File: src/rtl/ps2_command_sequencer.sv
// PS/2 set-2 command sequencer: strips break/extended codes, parses T/I/P
// commands and commits them atomically on Enter.
module ps2_command_sequencer #(
    parameter int unsigned TIMEOUT_CYCLES = 50_000_000,
    parameter logic [4:0]  TEMP_RST       = 5'd25
) (
    input  logic       clk,
    input  logic       rst,
    input  logic       rx_done_tick,
    input  logic [7:0] dato_rx,
    output logic [4:0] temperatura,
    output logic       ignicion,
    output logic       presencia,
    output logic       datos_listos,
    output logic       error,
    output logic       busy
);

    localparam int TW =
        (TIMEOUT_CYCLES > 1) ? $clog2(TIMEOUT_CYCLES) : 1;
    localparam logic [TW-1:0] T_LAST = TW'(TIMEOUT_CYCLES - 1);

    localparam logic [7:0] K_T   = 8'h2C;
    localparam logic [7:0] K_I   = 8'h43;
    localparam logic [7:0] K_P   = 8'h4D;
    localparam logic [7:0] K_ENT = 8'h5A;
    localparam logic [7:0] K_ESC = 8'h76;
    localparam logic [7:0] K_BRK = 8'hF0;
    localparam logic [7:0] K_EXT = 8'hE0;

    typedef enum logic [2:0] {
        IDLE, GET_D1, GET_D2, GET_BIT, WAIT_ENTER
    } state_t;

    typedef enum logic [1:0] {
        CMD_TEMP, CMD_IGN, CMD_PRES
    } cmd_t;

    state_t        state;
    cmd_t          cmd;
    logic [6:0]    acc;
    logic          bitv;
    logic          skip_next;
    logic          ext;
    logic [TW-1:0] timer;

    logic       is_dig;
    logic [3:0] dig_val;
    logic       make;
    logic       idle_st;
    logic       is_ent;
    logic       is_esc;
    logic       expired;
    logic [6:0] acc_next;

    always_comb begin
        is_dig  = 1'b1;
        dig_val = 4'd0;
        unique case (dato_rx)
            8'h45:   dig_val = 4'd0;
            8'h16:   dig_val = 4'd1;
            8'h1E:   dig_val = 4'd2;
            8'h26:   dig_val = 4'd3;
            8'h25:   dig_val = 4'd4;
            8'h2E:   dig_val = 4'd5;
            8'h36:   dig_val = 4'd6;
            8'h3D:   dig_val = 4'd7;
            8'h3E:   dig_val = 4'd8;
            8'h46:   dig_val = 4'd9;
            default: is_dig  = 1'b0;
        endcase
    end

    // Only bytes that pass the prefix filter are make codes.
    assign make = rx_done_tick && !skip_next && !ext
               && (dato_rx != K_BRK) && (dato_rx != K_EXT);

    assign idle_st  = (state == IDLE);
    assign is_ent   = (dato_rx == K_ENT);
    assign is_esc   = (dato_rx == K_ESC);
    assign expired  = !idle_st && !rx_done_tick && (timer == T_LAST);
    assign acc_next = acc * 7'd10 + 7'(dig_val);

    always_ff @(posedge clk) begin
        if (!rst) begin
            state        <= IDLE;
            cmd          <= CMD_TEMP;
            acc          <= '0;
            bitv         <= 1'b0;
            skip_next    <= 1'b0;
            ext          <= 1'b0;
            timer        <= '0;
            temperatura  <= TEMP_RST;
            ignicion     <= 1'b0;
            presencia    <= 1'b0;
            datos_listos <= 1'b0;
            error        <= 1'b0;
            busy         <= 1'b0;
        end else begin
            datos_listos <= 1'b0;
            error        <= 1'b0;

            if (rx_done_tick) begin
                timer <= '0;
                if (skip_next) begin
                    skip_next <= 1'b0;
                end else if (ext) begin
                    ext       <= 1'b0;
                    skip_next <= (dato_rx == K_BRK);
                end else if (dato_rx == K_BRK) begin
                    skip_next <= 1'b1;
                end else if (dato_rx == K_EXT) begin
                    ext <= 1'b1;
                end
            end else if (expired) begin
                state     <= IDLE;
                busy      <= 1'b0;
                error     <= 1'b1;
                skip_next <= 1'b0;
                ext       <= 1'b0;
                timer     <= '0;
            end else if (!idle_st) begin
                timer <= timer + 1'b1;
            end

            if (make) begin
                unique case (1'b1)
                    idle_st: begin
                        unique case (dato_rx)
                            K_T: begin
                                state <= GET_D1;
                                cmd   <= CMD_TEMP;
                                busy  <= 1'b1;
                            end
                            K_I: begin
                                state <= GET_BIT;
                                cmd   <= CMD_IGN;
                                busy  <= 1'b1;
                            end
                            K_P: begin
                                state <= GET_BIT;
                                cmd   <= CMD_PRES;
                                busy  <= 1'b1;
                            end
                            default: ;
                        endcase
                    end
                    (!idle_st && is_esc): begin
                        state <= IDLE;
                        busy  <= 1'b0;
                    end
                    (is_ent && (state == GET_D2
                             || state == WAIT_ENTER)): begin
                        state <= IDLE;
                        busy  <= 1'b0;
                        unique case (cmd)
                            CMD_TEMP: begin
                                if (acc <= 7'd31) begin
                                    temperatura  <= acc[4:0];
                                    datos_listos <= 1'b1;
                                end else begin
                                    error <= 1'b1;
                                end
                            end
                            CMD_IGN: begin
                                ignicion     <= bitv;
                                datos_listos <= 1'b1;
                            end
                            default: begin
                                presencia    <= bitv;
                                datos_listos <= 1'b1;
                            end
                        endcase
                    end
                    (is_dig && state == GET_D1): begin
                        acc   <= 7'(dig_val);
                        state <= GET_D2;
                    end
                    (is_dig && state == GET_D2): begin
                        acc   <= acc_next;
                        state <= WAIT_ENTER;
                    end
                    (is_dig && dig_val < 4'd2
                            && state == GET_BIT): begin
                        bitv  <= dig_val[0];
                        state <= WAIT_ENTER;
                    end
                    default: begin
                        state <= IDLE;
                        busy  <= 1'b0;
                        error <= 1'b1;
                    end
                endcase
            end
        end
    end

endmodule

File: config.mk
export PLATFORM = sky130hd
export DESIGN_NAME = ps2_command_sequencer
export DESIGN_NICKNAME = d
export VERILOG_FILES = /design/src/rtl/ps2_command_sequencer.sv
export SDC_FILE = /design/constraint.sdc
export NUM_CORES = 1
export LEC_CHECK = 0
export CORE_ASPECT_RATIO = 0.9
export CORE_MARGIN = 10
export CORE_UTILIZATION = 55
export DETAILED_ROUTE_END_ITERATION = 10
export PLACE_DENSITY = 0.83
export SYNTH_ARGS = -nofsm -noshare
export SYNTH_HDL_FRONTEND = slang
export SYNTH_SLANG_ARGS = --single-unit
File: constraint.sdc
create_clock -name clk -period 2.5 [get_ports clk]
set_input_delay 0.25 -clock clk [delete_from_list [all_inputs] [get_ports clk]]
set_output_delay 0.25 -clock clk [all_outputs]
set_load 0.01 [all_outputs]
Word-level counts from Yosys, hierarchy flattened
Index checks and enable logic that the tools add are counted.

storage, ports and cells
  bits in registers = 51
  bits of input ports = 11
  output and inout port bits = 10

cells by class
  $add $sub $neg = 2
  multipliers = 1
  $lt $le $gt $ge = 2
  eq/ne operators = 26
  muxes and demuxes = 32
  bitwise operators = 2
  reduce and logical (&&, ||, !) cells = 38

operators by type and width
  operator               count
  $eq 8x6->1 const B     7
  $eq 8x7->1 const B     6
  $pmux 4 s9             1
  $add 26x1->26 const B  1
  $eq 26x26->1 const B   1
  $mux 1                 22
  $eq 8x5->1 const B     2
  $eq 8x8->1 const B     2
  $ne 8x8->1 const B     2
  $pmux 7 s2             1
  $logic_and 1x1->1      12
  $reduce_and 3->1       4
  $reduce_or 10->1       1
  $mux 3                 3
  $pmux 3 s3             1
  $reduce_or 3->1        3
  $add 7x4->7            1
  $le 7x5->1 const B     1
  $mul 7x3->6 const B    1
  $eq 3x2->1 const B     2
  $pmux 2 s3             1
  $pmux 3 s2             1
  $reduce_and 2->1       3
  $reduce_or 2->1        3
  other kinds (15)       21

Logic depth before layout (Yosys ltp)
Gate-level depths: netlist (run 1).

  depth in word-level cells = 10
  gate-level depth with buffers = 14
  gate-level depth less buffers = 12

Worst setup path before layout (run 1)
OpenSTA, ideal clock, no wires.

  path type = input port to flip-flop
  start = input dato_rx[1]
  end = register acc[5]
  setup time = 0.122 ns
  data arrival time = 2.171 ns
  data required time = 2.378 ns
  setup slack = 0.206 ns
  cell stages on the path = 12
  buffers on the path = 1
  cell sequence = clkbuf_1 -> nor4bb_1 -> a22oi_1 -> nor2_1 -> ha_1 -> inv_1 -> fa_1 -> nor2b_1 -> o21ai_0 -> xor2_1 -> o211ai_1 -> o21ai_1

on the way
  word-level cells in the longest chain between the ends = 6
  elaborated cells between the ends (all ways) = 23
  classes of those cells = 1 x add/sub; 12 x eq/ne; 3 x mux; 7 x reduce/logical

RTL lines
  what                                                 line  source
  start, declared                                      10    input logic [7:0] dato_rx,
  branches (longest 6 deep; another with $add 7x4->7)  --
  end signal, assigned                                 176   acc <= 7'(dig_val);
  end signal, assigned                                 180   acc <= acc_next;
  end, declared                                        41    logic [6:0] acc;

Parallel ways; which one is timed is not known.
A chain may end at the register's enable or synchronous reset.

Final worst setup path (run 1)
  start = input dato_rx[1]
  end = register state[1]

on the way
  word-level cells in the longest chain between the ends = 8
  elaborated cells between the ends (all ways) = 30
  classes of those cells = 1 x order compare; 15 x eq/ne; 5 x mux; 9 x reduce/logical

RTL lines
  what                                            line     source
  $eq 8x7->1 (tied with other cells)              59       unique case (dato_rx)
  $pmux 4 s9 or $reduce_or 10->1 (tied branches)  --
  $lt 4x2->1 or $mux 1 (tied branches)            183, 59
  $logic_and 1x1->1                               183      (is_dig && dig_val < 4'd2
  $logic_and 1x1->1                               184      && state == GET_BIT): begin
  $reduce_or 2->1 (no line)                       --
  $pmux 3 s3                                      127      unique case (1'b1)
  $mux 3 *                                        126      if (make) begin
  end signal, assigned                            131      state <= GET_D1;
  end signal, assigned                            186      state <= WAIT_ENTER;
  end signal, assigned                            189      state <= IDLE;
  end, declared                                   39       state_t state;

Every way passes the cells marked *; elsewhere a longest branch is shown, timed or not.

==> results of run 1 <==
worst min-delay path, stage by stage (launching register included):
cell and delay, ns:
dfxtp_1 0.34, nand2_1 0.06, o21ai_1 0.05
cell usage in the layout, fill, tap and decap left out, types with 3 or more instances in the layout:
master / netlist / routed
dfxtp_1: 51 / 51
nor2_1: 46 / 46
buf_4: 3 / 32
nand2_1: 31 / 31
xnor2_1: 24 / 24
nand3_1: 17 / 17
clkdlybuf4s50_1: 0 / 17
mux2i_1: 15 / 15
inv_1: 13 / 13
xor2_1: 12 / 12
nor3_1: 10 / 10
nand4_1: 8 / 8
ha_1: 8 / 8
clkbuf_8: 0 / 7
nand2b_1: 6 / 6
and3_1: 6 / 6
a21oi_1: 7 / 6
o21ai_1: 5 / 6
nor3b_1: 5 / 5
nor4_1: 5 / 5
o211ai_1: 5 / 5
nand4b_1: 4 / 4
and4_1: 4 / 4
nor4b_1: 4 / 4
o21ai_0: 4 / 3
nand3_2: 3 / 3
or3_1: 3 / 3
a211oi_1: 3 / 3
nor2b_1: 3 / 3
dlymetal6s2s_1: 0 / 3
power groups by stage:
stage	combinational, uW	clock (uW)	sequential [uW]
after floorplan	89.0	0	833
after global placement	146	0	835
after detailed placement	148	0	835
after CTS	149	543	816
after global routing	165	573	817
final	153	542	817
path summary, 6_finish.rpt:
kind                    endpoint  cells after the start           startpoint
max          state[1]$_SDFF_PN0_                      7           dato_rx[1]
min reg2reg  acc[4]$_SDFFE_PN0P_                      2  acc[4]$_SDFFE_PN0P_
min          acc[4]$_SDFFE_PN0P_                      2  acc[4]$_SDFFE_PN0P_
max reg2reg  acc[6]$_SDFFE_PN0P_                      9  acc[1]$_SDFFE_PN0P_
repair_timing:
action / CTS / global route
gates resized for setup: 0 / 6
setup endpoints to repair: 0 / 5
hold buffers: 0 / 0
sequential cells by signal, summed over array words and instances (netlist names):
signal,cells
datos_listos,1
error,1
ext,1
cmd,2
temperatura,5
skip_next,1
timer,26
busy,1
presencia,1
acc,7
state,3
ignicion,1
bitv,1
area by class of cell:
cell class | count | area, um2 | area share (%)
clock buffers | 7 | 96.3 | 2.57
repair buffers | 52 | 448 | 12.0
flip-flops and latches | 51 | 1020 | 27.3
multi-input cells | 285 | 2030 | 54.2
clock inverters | 1 | 7.51 | 0.201
well taps | 70 | 87.6 | 2.34
inverters | 14 | 52.6 | 1.40
stage by stage:
stage / cells / TNS, ns / cell area, um2 / power [uW]
global route: 480 / 0 / 3740 / 1550
floorplan: 370 / 0 / 3200 / 922
detailed placement: 472 / -1.79 / 3620 / 984
global placement: 472 / -1.07 / 3620 / 981
finish: 480 / 0 / 3740 / 1510
CTS: 480 / 0 / 3730 / 1510
cell families after synthesis:
kind of cell	after synthesis	share of synthesized area [%]
buffers and inverters	34	4.93
AO/OA/AOI/OAI	48	12.5
flip-flops	51	31.9
multiplexers	16	5.16
AND/OR/NAND/NOR	175	31.2
adder cells (fa/ha/maj)	10	4.38
XOR/XNOR	36	9.86
metal layers:
layer / GRT usage [%] / up-vias / share of wire, %
met5: 0 / - / 0
met4: 4.82 / 0 / 1.1
met3: 3.05 / 11 / 6.6
met2: 27.1 / 103 / 46
met1: 22.4 / 1364 / 46
li1: - / 1402 / -
==> qor.yml, run 1 <==
cp-end-kind: "flop"
criticalPathCategory: "in -> reg"
synth_area_um2: 3200
numCtsBuffers: 5
grt_first_pass_wirelength_um: 13000
synth-seq-cells: 51
drt-total-wl_um: 7800
n_antenna_cell: 0
grt_setup_unrepaired: "false"
p_clk_share_pct: 35.9
avgRoutedWirePerCell_um: 16.2
postRouteAntennaNets: 0
drive_above_1_share_pct: 14.6
clk_pin_slew_worst_paths_ns: 0.10
area_growth_pct: 17.0
die_h_um: 92.4
hp-class: "reg -> reg"
cp.arrival_ns: 2.52
internal-power_uw: 1130
num_rows: 26
yosysMostFrequentCell: "dfxtp_1"
grtUsageTotal_pct: 16.8
cts_tree: "done"
worstPathMaxFanout: 8
drc_errors: 0
yosys-top-cells-area: "dfxtp_1, xnor2_1, nor2_1, mux2i_1, nand2_1"
ys_seq_area_share_pct: 31.9
avgSynthCellArea_um2: 8.65
dr.first_iter.drc_count: 193
crit_chain: "clkdlybuf4s50_1, buf_4, and4bb_4, a311o_1, a2111oi_0, a31oi_1, o32ai_1"
synth.top_cell.area_share_pct: 31.9
required_ns: 2.70
dp_hpwl_um: 5730
grt_start_max_net_pins: 27
crit_family: "compound AO/OA/AOI/OAI gates"
antenna_found_initial: 0
whs_ns: 0.480
maxSlewViolCount: 0
yosysUniqueCellTypes: 70
grt_pass1_vias: 2776
power_frac_seq_pct: 54.0
setup_viol: 0
combPwrFrac_pct: 10.1
synthTopCellsByCount: "dfxtp_1, nor2_1, nand2_1"
io-pin-count: 21
fin_skew_ns: 0.00873
fin_nets: 430
synth_nets: 391
hold_violations: 0
die-area_um2: 9270
synthArstFlopShare_pct: 0
htree_levels: 2
cts_max_path_buffers: 2
ys_warn_count: 0
leakage_uw: 0.00139
period_minus_slack_ns: 2.32
setup_ws_ns: 0.183
numPortBuffers: 20
power.density_nw_per_um2: 404
dp_slack_ns: -0.309
synth_edf_count: 0
initial_core_util_pct: 56.5
viasPerCell: 6.00
synthCells: 370
num_vias: 2880
gr-total-overflow: 0
finalCritPeriodShare_pct: 92.7
cap_violations: 0
fillers: 455
worst_pin_slew_ns: 0.546
cp-start-kind: "input port"
clock_sinks: 51
core_area_um2: 5660
cp_slowest_cell: "a2111oi_0"
outcome: "finished, final reports clean"
cts-root-buf: "clkbuf_8"
post_cts_buffers: 0
power.switching_uw: 379
finish.utilization_pct: 66.1
gp_congestion: 0.952
switching_share_pct: 25.0
max_freq_ghz: 0.432
dieWidth_um: 100
critPathMaxStageDelay_ns: 0.56
drtPass1Iterations: 5
irDropWorstVdd_uv: 374
clock_latency_ns: 0.31
slew_headroom_pct: 62.6
ff2ff_setup_slack_ns: 0.30
cp.buffers_inverters: 2
yosysTopAreaCell: "dfxtp_1"
ys.flop_type: "dfxtp_1"
Note: power is estimated with default switching activity, not from simulation.
==> run 2: changes to the inputs <==
- CTS_CLUSTER_DIAMETER: not set -> 100
==> results of run 2 <==
Same layout as run 1: the final DEF is identical, and so are final timing and power.
